## config.mk

```make
export PLATFORM = sky130hd
export DESIGN_NAME = pci_bus_sequencer
export DESIGN_NICKNAME = d
export VERILOG_FILES = /design/src/rtl/u109_pci_pkg.sv /design/src/rtl/pci_devsel_timer.sv /design/src/rtl/pci_bus_sequencer.sv
export SDC_FILE = /design/constraint.sdc
export NUM_CORES = 1
export LEC_CHECK = 0
export ABC_AREA = 0
export CAP_MARGIN = 20
export CORE_MARGIN = 10
export CORE_UTILIZATION = 53
export CTS_CLUSTER_SIZE = 28
export DETAILED_ROUTE_END_ITERATION = 16
export PLACE_DENSITY = 0.82
export SLEW_MARGIN = 10
export SYNTH_ARGS = -nofsm -noshare
export SYNTH_HDL_FRONTEND = slang
export SYNTH_SLANG_ARGS = --single-unit
```

## constraint.sdc

```tcl
create_clock -name CLK40 -period 3.65 [get_ports CLK40]
set_clock_uncertainty 0.1 [all_clocks]
set_input_delay 0.73 -clock CLK40 [delete_from_list [all_inputs] [get_ports CLK40]]
set_output_delay 0.73 -clock CLK40 [all_outputs]
set_load 0.005 [all_outputs]
```

## src/rtl/u109_pci_pkg.sv

```systemverilog
// Shared types, buffer-direction constants and parameter limits for the U109 PCI
// buffer sequencing blocks.
package u109_pci_pkg;

   typedef enum logic [2:0] {
      StIdle,
      StCpuAddr,
      StCpuData,
      StDmaAddr,
      StDmaData,
      StTurn
   } pci_state_e;

   localparam logic PCIDIR_TO_PCI   = 1'b1;
   localparam logic PCIDIR_TO_AMIGA = 1'b0;

   localparam int unsigned ADDR_CYCLES_MIN    = 1;
   localparam int unsigned ADDR_CYCLES_MAX    = 4;
   localparam int unsigned DEVSEL_TIMEOUT_MIN = 1;
   localparam int unsigned DEVSEL_TIMEOUT_MAX = 15;
   localparam int unsigned BURST_LEN_MIN      = 2;
   localparam int unsigned BURST_LEN_MAX      = 16;

   function automatic bit is_pow2(input int unsigned v);
      return (v != 0) && ((v & (v - 1)) == 0);
   endfunction

endpackage

```

## src/rtl/pci_devsel_timer.sv

```systemverilog
// Counts enabled cycles since the last clear; expired_o flags the enabled cycle that
// is the TIMEOUT-th one. The count saturates rather than wrapping.
module pci_devsel_timer #(
   parameter int unsigned TIMEOUT = 5
) (
   input  logic clk_i,
   input  logic rst_i,
   input  logic clear_i,
   input  logic enable_i,
   output logic expired_o
);

   localparam int unsigned CntW = $clog2(TIMEOUT + 1);

   logic [CntW-1:0] cnt_q, cnt_d;

   always_comb begin
      cnt_d = cnt_q;
      if (clear_i) begin
         cnt_d = '0;
      end else if (enable_i && (cnt_q != CntW'(TIMEOUT))) begin
         cnt_d = cnt_q + 1'b1;
      end
   end

   assign expired_o = enable_i && !clear_i && (cnt_q == CntW'(TIMEOUT - 1));

   always_ff @(posedge clk_i) begin
      if (rst_i) begin
         cnt_q <= '0;
      end else begin
         cnt_q <= cnt_d;
      end
   end

endmodule

```

## src/rtl/pci_bus_sequencer.sv

```systemverilog
// U109 A<->AD buffer sequencer: runs CPU cycles into PCI space and PCI-master DMA
// cycles into Amiga memory. Every output is a flop updated with the next state.
module pci_bus_sequencer
   import u109_pci_pkg::*;
#(
   parameter int unsigned ADDR_CYCLES    = 1,
   parameter int unsigned DEVSEL_TIMEOUT = 5,
   parameter int unsigned BURST_LEN      = 4,
   parameter int unsigned DMA_EN         = 1
) (
   input  logic CLK40,
   input  logic RESET,
   input  logic CPU_REQ,
   input  logic CPU_RW,
   input  logic CPU_BURST,
   input  logic FRAMEn,
   input  logic IRDYn,
   input  logic TRDYn,
   input  logic DEVSELn,
   input  logic STOPn,
   input  logic DMA_REQ,
   input  logic DMA_RW,
   input  logic LOCAL_ACK,
   output logic PCICYCLEn,
   output logic ADLATCH,
   output logic ALATCH,
   output logic PCIDIR,
   output logic CPU_ACK,
   output logic CPU_ERR,
   output logic CPU_RETRY,
   output logic BUSY
);

   if (ADDR_CYCLES < ADDR_CYCLES_MIN || ADDR_CYCLES > ADDR_CYCLES_MAX) begin : gen_bad_addr
      $error("ADDR_CYCLES out of range");
   end
   if (DEVSEL_TIMEOUT < DEVSEL_TIMEOUT_MIN || DEVSEL_TIMEOUT > DEVSEL_TIMEOUT_MAX)
   begin : gen_bad_timeout
      $error("DEVSEL_TIMEOUT out of range");
   end
   if (BURST_LEN < BURST_LEN_MIN || BURST_LEN > BURST_LEN_MAX || !is_pow2(BURST_LEN))
   begin : gen_bad_burst
      $error("BURST_LEN must be a power of 2 in range");
   end

   localparam int unsigned AddrCntW = $clog2(ADDR_CYCLES + 1);
   localparam int unsigned BeatCntW = $clog2(BURST_LEN + 1);

   pci_state_e state_q, state_d;
   logic [AddrCntW-1:0] addr_cnt_q, addr_cnt_d;
   logic [BeatCntW-1:0] beat_cnt_q, beat_cnt_d, beat_inc, beat_need;
   logic pcicycle_n_q, pcicycle_n_d, pcidir_q, pcidir_d;
   logic adlatch_q, adlatch_d, alatch_q, alatch_d;
   logic cpu_ack_q, cpu_ack_d, cpu_err_q, cpu_err_d, cpu_retry_q, cpu_retry_d;
   logic busy_q, busy_d;
   logic tmr_clear, tmr_enable, tmr_expired;
   logic dma_start, cpu_beat, dma_beat, last_beat, go_turn;

   assign tmr_clear  = (state_q == StCpuAddr);
   assign tmr_enable = (state_q == StCpuData) && DEVSELn;

   pci_devsel_timer #(
      .TIMEOUT(DEVSEL_TIMEOUT)
   ) u_devsel_timer (
      .clk_i    (CLK40),
      .rst_i    (RESET),
      .clear_i  (tmr_clear),
      .enable_i (tmr_enable),
      .expired_o(tmr_expired)
   );

   always_comb begin
      beat_need = CPU_BURST ? BeatCntW'(BURST_LEN) : BeatCntW'(1);
      beat_inc  = (beat_cnt_q == BeatCntW'(BURST_LEN)) ? beat_cnt_q : beat_cnt_q + 1'b1;
      last_beat = (beat_inc == beat_need);
      dma_start = (DMA_EN != 0) && DMA_REQ && !FRAMEn;
      cpu_beat  = !IRDYn && !TRDYn;
      dma_beat  = !IRDYn && LOCAL_ACK;

      state_d      = state_q;
      addr_cnt_d   = addr_cnt_q;
      beat_cnt_d   = beat_cnt_q;
      pcicycle_n_d = pcicycle_n_q;
      pcidir_d     = pcidir_q;
      adlatch_d    = 1'b0;
      alatch_d     = 1'b0;
      cpu_ack_d    = 1'b0;
      cpu_err_d    = 1'b0;
      cpu_retry_d  = 1'b0;
      go_turn      = 1'b0;

      case (state_q)
         StIdle: begin
            // DMA wins a tie; the CPU request simply stays pending
            if (dma_start) begin
               state_d      = StDmaAddr;
               pcicycle_n_d = 1'b0;
               pcidir_d     = PCIDIR_TO_AMIGA;
               alatch_d     = 1'b1;
            end else if (CPU_REQ) begin
               state_d      = StCpuAddr;
               pcicycle_n_d = 1'b0;
               pcidir_d     = PCIDIR_TO_PCI;
               addr_cnt_d   = '0;
               beat_cnt_d   = '0;
            end
         end
         StCpuAddr: begin
            if (addr_cnt_q == AddrCntW'(ADDR_CYCLES - 1)) begin
               state_d  = StCpuData;
               pcidir_d = CPU_RW ? PCIDIR_TO_AMIGA : PCIDIR_TO_PCI;
            end else begin
               addr_cnt_d = addr_cnt_q + 1'b1;
            end
         end
         StCpuData: begin
            if (!STOPn) begin
               if (DEVSELn) begin
                  cpu_err_d = 1'b1;
               end else begin
                  if (!TRDYn) begin
                     cpu_ack_d  = 1'b1;
                     adlatch_d  = CPU_RW;
                     beat_cnt_d = beat_inc;
                  end
                  cpu_retry_d = !(!TRDYn && last_beat);
               end
               go_turn = 1'b1;
            end else if (cpu_beat) begin
               cpu_ack_d  = 1'b1;
               adlatch_d  = CPU_RW;
               beat_cnt_d = beat_inc;
               go_turn    = last_beat;
            end else if (tmr_expired) begin
               cpu_err_d = 1'b1;
               go_turn   = 1'b1;
            end
         end
         StDmaAddr: begin
            state_d  = StDmaData;
            pcidir_d = DMA_RW ? PCIDIR_TO_PCI : PCIDIR_TO_AMIGA;
         end
         StDmaData: begin
            if (dma_beat) begin
               adlatch_d = !DMA_RW;
            end
            go_turn = (dma_beat && FRAMEn) || !DMA_REQ;
         end
         StTurn: begin
            state_d      = StIdle;
            pcicycle_n_d = 1'b1;
            pcidir_d     = PCIDIR_TO_AMIGA;
         end
         default: begin
            state_d      = StIdle;
            pcicycle_n_d = 1'b1;
            pcidir_d     = PCIDIR_TO_AMIGA;
         end
      endcase

      if (go_turn) begin
         state_d      = StTurn;
         pcicycle_n_d = 1'b1;
         pcidir_d     = PCIDIR_TO_AMIGA;
      end

      busy_d = (state_d != StIdle);
   end

   always_ff @(posedge CLK40) begin
      if (RESET) begin
         state_q      <= StIdle;
         addr_cnt_q   <= '0;
         beat_cnt_q   <= '0;
         pcicycle_n_q <= 1'b1;
         pcidir_q     <= PCIDIR_TO_AMIGA;
         adlatch_q    <= 1'b0;
         alatch_q     <= 1'b0;
         cpu_ack_q    <= 1'b0;
         cpu_err_q    <= 1'b0;
         cpu_retry_q  <= 1'b0;
         busy_q       <= 1'b0;
      end else begin
         state_q      <= state_d;
         addr_cnt_q   <= addr_cnt_d;
         beat_cnt_q   <= beat_cnt_d;
         pcicycle_n_q <= pcicycle_n_d;
         pcidir_q     <= pcidir_d;
         adlatch_q    <= adlatch_d;
         alatch_q     <= alatch_d;
         cpu_ack_q    <= cpu_ack_d;
         cpu_err_q    <= cpu_err_d;
         cpu_retry_q  <= cpu_retry_d;
         busy_q       <= busy_d;
      end
   end

   assign PCICYCLEn = pcicycle_n_q;
   assign ADLATCH   = adlatch_q;
   assign ALATCH    = alatch_q;
   assign PCIDIR    = pcidir_q;
   assign CPU_ACK   = cpu_ack_q;
   assign CPU_ERR   = cpu_err_q;
   assign CPU_RETRY = cpu_retry_q;
   assign BUSY      = busy_q;

endmodule

```

# Word-level counts from Yosys, hierarchy flattened
# Index checks and enable logic that the tools add are counted.
[classes]
n_addsub = 3
n_eq_ne = 15
n_mux = 44
bitwise_logic = 4
reduce_logical = 32
[op_table]
columns = ["operator", "n"]
rows = [
  ["two-way mux 3 bit", 12],
  ["two-way mux 1 bit", 25],
  ["inequality test 3 bit, second input constant", 5],
  ["one-hot mux 3 bit (4 select lines)", 1],
  ["OR reduction 2 bit", 5],
  ["== test 3 bit, second input constant", 3],
  ["logical AND 1 bit", 9],
  ["one-hot mux 1 bit (2 select lines)", 4],
  ["OR reduction 4 bit", 2],
  ["logical NOT 1 bit", 7],
  ["adder 3 x 1 -> 3 bit, second input constant", 2],
  ["== test 3 x 2 -> 1 bit, second input constant", 2],
  ["inequality test 2 bit, second input constant", 3],
  ["one-hot mux 3 bit (2 select lines)", 1],
  ["AND reduction 3 bit", 2],
  ["AND reduction 6 bit", 1],
  ["inverter 1 bit", 4],
  ["one-hot mux 1 bit (4 select lines)", 1],
  ["nonzero test 2 bit", 2],
  ["== test 3 x 1 -> 1 bit, second input constant", 1],
  ["== test 3 bit", 1],
  ["logical NOT 3 bit", 1],
  ["nonzero test 3 bit", 1],
  ["AND reduction 2 bit", 1],
  ["2 further kinds", 2],
]
[totals]
ff_bits = 18
inputBits = 13
out_inout_bits = 8
elab_cells = 110

# Logic depth before layout (Yosys ltp)
[depth]
depth_word = 10
mapped_depth = 6
ltp_nobuf = 6

# Modules after synthesis
# From an unflattened synthesis, not the netlist that was laid out.
[hier_totals]
cells_unflattened = 120
area_unflattened_um2 = 1048.5
[by_module_without_submodules]
columns = ["mod", "n_inst", "cells_per_inst", "area_per_inst_um2", "seq_area_each_um2"]
rows = [
  ["pci_bus_sequencer", 1, 101, 843.3, 280.3],
  ["pci_devsel_timer", 1, 19, 205.2, 60.1],
]

# Worst setup path before layout
# Ideal clock, no wire load.
[synth_timing]
path_type = "in2reg"
start = "in STOPn"
end = "reg beat_cnt_q[1]"
setup_ns = 0.115
t_arrival_ns = 1.657
required_ns = 3.435
path_slack_ns = 1.778
stages = 4
path_buffers = 0
cell_sequence = "mux2_2 o32ai_4 a21oi_1 o21ba_2"
[synth_via]
elab_chain_cells = 2
word_cells_on_any_way = 6
cone_classes = "3 x eq/ne; 2 x mux; 1 x reduce/logical"
[synth_rtl]
columns = ["item", "line", "text"]
rows = [
  ["start: declaration", "pci_bus_sequencer.sv:20", "input logic STOPn,"],
  ["inequality test 3 bit (no source line) or two-way mux 3 bit (tied branches)", "n/a", ""],
  ["AND reduction 6 bit (no source line) or one-hot mux 3 bit (2 select lines) (tied branches)", "n/a", ""],
  ["end signal: assignment", "pci_bus_sequencer.sv:186", "beat_cnt_q <= beat_cnt_d;"],
  ["end: declaration", "pci_bus_sequencer.sv:51", "logic [BeatCntW-1:0] beat_cnt_q, beat_cnt_d, beat_inc, beat_need;"],
]
# Several ways; a longest one is shown, not always the timed one.
# A chain may end at the register's enable or synchronous reset.

# Final worst setup path
[layout_timing]
start = "in STOPn"
end = "reg beat_cnt_q[2]"
# The elaborated chain is that of the path after synthesis.

==> reports/results.txt <==
outcome -> complete, no violations
final hold violation count -> 0
most common cell after layout, fill and taps aside -> clkdlybuf4s50_1
fmax -> 454.5 MHz
Setup TNS -> 0 ns
Detailed Routing Iterations Pass 1 -> 4
Synth Area in Adders -> 6.219%
Hold Crit Class -> reg2reg
postcts setup bufs -> 0
Tcrit/Tclk final -> 60.29%
CP endpoint -> beat_cnt_q[2]
hold buffers post-CTS -> 0
Compound-Gate Fraction of Synth Area -> 24.25%
Slew Limit Headroom -> 61.32%
IO Count -> 21
clk slew on worst S/H paths -> 0.10 ns
post-synthesis xor/xnor area fraction -> 1.741%
Net Switching -> 0.1995 mW
Tmin final -> 2.200 ns
Vias -> 932
cell count along the critical path -> 5
Rows -> 15
antenna viol nets, final -> 0
# diodes -> 0
# port buffers -> 20
Post-route DRC -> 0
largest family of logic cells by synthesized area -> simple AND/OR/NAND/NOR gates
DRT iter0 DRCs -> 47
root buffer cell -> clkbuf_4
die area -> 0.004041 mm2
Pleak -> 0.4503 nW
Synth cell types -> 44
Layout Nets -> 157
CTS resizes -> 0
CTS buffer count -> 3
Worst Tran Pin Value -> 0.5790 ns
EDFF count, synth -> 0
DP Wirelength -> 1.799 mm
Post-Route WL -> 2.261 mm
antenna violations before repair -> 0
CP cell instances -> clkdlybuf4s50_1 > mux2_2 > o32ai_4 > a31oi_1 > a311oi_1
Critical Path RT -> 3.75 ns
max-capacitance violation count -> 0
Syn Area/Cell -> 8.525 um2
Worst-Skew Late Latency -> 0.28 ns
WP buf/inv -> 1
hold depth -> 2
CP delay by family, top -> compound AO/OA/AOI/OAI gates
combinational share of power -> 38.4%
ys async rst share -> 0%
global-route wire length before repair -> 3.912 mm
max incr delay on CP -> 0.52 ns
startpoint types -> input port
Pwr Density -> 448.0 mW/mm2
switching share of power -> 35.77%
Layout area overhead -> 23.76%
clk buf depth -> 2
FF-to-FF Start -> beat_cnt_q[0]
total clock sinks -> 17
Peak VDD IR -> 0.0002863 V
Synth Register Bits -> 17
GR Overflow Total -> 0
clock share of power -> 17.7%
internal power -> 0.3583 mW
ratio of cells with drive above 1 in the final layout -> 8.696%
final setup vio count -> 0
Critical Path Source -> STOPn
Synth Flop Type -> dfxtp_1
all-layer global routing usage -> 11.35%
Synth Area in Simple Gates -> 27.36%
commonest cells after routing, fill and taps aside -> 20 x clkdlybuf4s50_1, 17 x dfxtp_1, 11 x nor2_1, 11 x a21oi_1, 8 x nand2_1
Critical Path Sink Type -> register
TritonCTS clock tree -> built
Cell Area, Synth -> 0.001006 mm2
Worst Path Max Fanout -> 6
number of global-route vias before repair -> 857
largest net degree at the start of global routing -> 13
syn nets -> 136
Reg power frac -> 44.0%
Setup CP Type -> in2reg
DR WL/cell -> 13.87 um
Die Y -> 63.57 um
core area -> 0.001764 mm2
reg-to-reg endpoint -> PCIDIR
RSZ-0062 raised after global routing -> no
GP Congestion -> 0.8889
register area share after synthesis -> 33.83%
Reg2Reg Depth -> 6
initial core utilization -> 57.02%
mux contribution to synthesized area -> 2.114%
fin util -> 70.57%
vias per cell -> 5.718
worst reg-to-reg setup slack -> 1.59 ns
final slew viol count -> 0
H-tree levels -> 1
arrival time worst endpoint -> 2.30 ns
Syn Inst Count -> 118
die width -> 63.57 um
slowest CP cell -> clkdlybuf4s50_1
Synthesis Warnings -> 0
## cells by family (layout without fill, tap and decap cells)
| logic type | after synthesis | count (layout) |
|---|---|---|
| AOI/OAI and AO/OA | 31 | 31 |
| xor gates and xnor gates | 2 | 2 |
| adders and majority gates | 5 | 5 |
| buffers and inverters | 11 | 31 |
| DFF | 17 | 17 |
| muxes | 2 | 2 |
| and+or+nand+nor | 50 | 50 |
## power by group through the flow
stage | sequential [mW] | combinational, mW | clock, mW
2_1_floorplan | 0.229 | 0.161 | 0
3_3_place_gp | 0.249 | 0.209 | 0
3_5_place_dp | 0.249 | 0.212 | 0
4_1_cts | 0.245 | 0.214 | 0.101
5_1_grt | 0.252 | 0.242 | 0.112
6_report | 0.245 | 0.214 | 0.0984
## Yosys cell counts (2+ instances only)
cell type | n | area share, %
nand4_1 | 2 | 1.2
nor4_1 | 2 | 1.2
nand2b_1 | 4 | 2.5
nand2_1 | 8 | 3.0
nand3_1 | 5 | 2.5
dfxtp_1 | 17 | 34
or3b_2 | 2 | 1.7
o211ai_1 | 2 | 1.5
nor2_1 | 11 | 4.1
clkbuf_1 | 3 | 1.1
a21oi_1 | 11 | 5.5
inv_1 | 7 | 2.6
nor3_1 | 3 | 1.5
nand3b_1 | 3 | 2.2
a31oi_1 | 2 | 1.2
ha_1 | 5 | 6.2
nor3b_1 | 4 | 3.0
## sequential cells by signal, summed over array words and instances (netlist names)
name                  count
beat_cnt_q                3
ADLATCH                   1
PCICYCLEn                 1
CPU_ACK                   1
PCIDIR                    1
CPU_ERR                   1
CPU_RETRY                 1
ALATCH                    1
BUSY                      1
u_devsel_timer.cnt_q      3
state_q                   3
## stage by stage
stage                     setup WS, ns  power (mW)  hold slack, ns  std cells  instance area (um2)
final                            1.450      0.5578          0.4146        163                 1245
after detailed placement         1.159      0.4611          0.3924        159                 1219
after global placement           1.180      0.4579          0.3851        159                 1219
after floorplan                  1.778      0.3900          0.3827        118                 1006
after global routing             1.353      0.6058          0.4714        163                 1245
after CTS                        1.458      0.5595          0.4191        163                 1245
## worst register-to-register path, delay by kind of cell (launching register included)
family	cells	cell delay [ns]
AND/OR/NAND/NOR	2	0.57
AO/OA/AOI/OAI	2	0.55
flip-flops	1	0.42
adder cells (fa/ha/maj)	1	0.24
buffers and inverters	1	0.08
## per-layer routing
| metal | GRT usage [%] | vias to the layer above | wire length (um) |
|---|---|---|---|
| met3 | 3.887 | 2 | 134 |
| met5 | 0 | - | 0 |
| met1 | 14.46 | 427 | 1052 |
| li1 | - | 477 | - |
| met4 | 3.279 | 0 | 8 |
| met2 | 17.46 | 26 | 1065 |
## area by class of cell
class	instances	area (um2)
Timing Repair Buffer	20	200.2
Fill cell	153	519.2
Sequential cell	17	340.3
Tap cell	25	31.28
Inverter	7	26.28
Clock buffer	4	26.28
Multi-Input combinational cell	90	620.6
## worst min-delay path by stage
stage | start | endpoint | slack (ns)
after global placement | PCICYCLEn | PCICYCLEn | 0.39
after CTS | PCICYCLEn | PCICYCLEn | 0.42
after global routing | PCICYCLEn | PCICYCLEn | 0.47
after detailed placement | PCICYCLEn | PCICYCLEn | 0.39
after floorplan | PCICYCLEn | PCICYCLEn | 0.38
final | PCICYCLEn | PCICYCLEn | 0.41
Note: power is estimated with default switching activity, not from simulation.
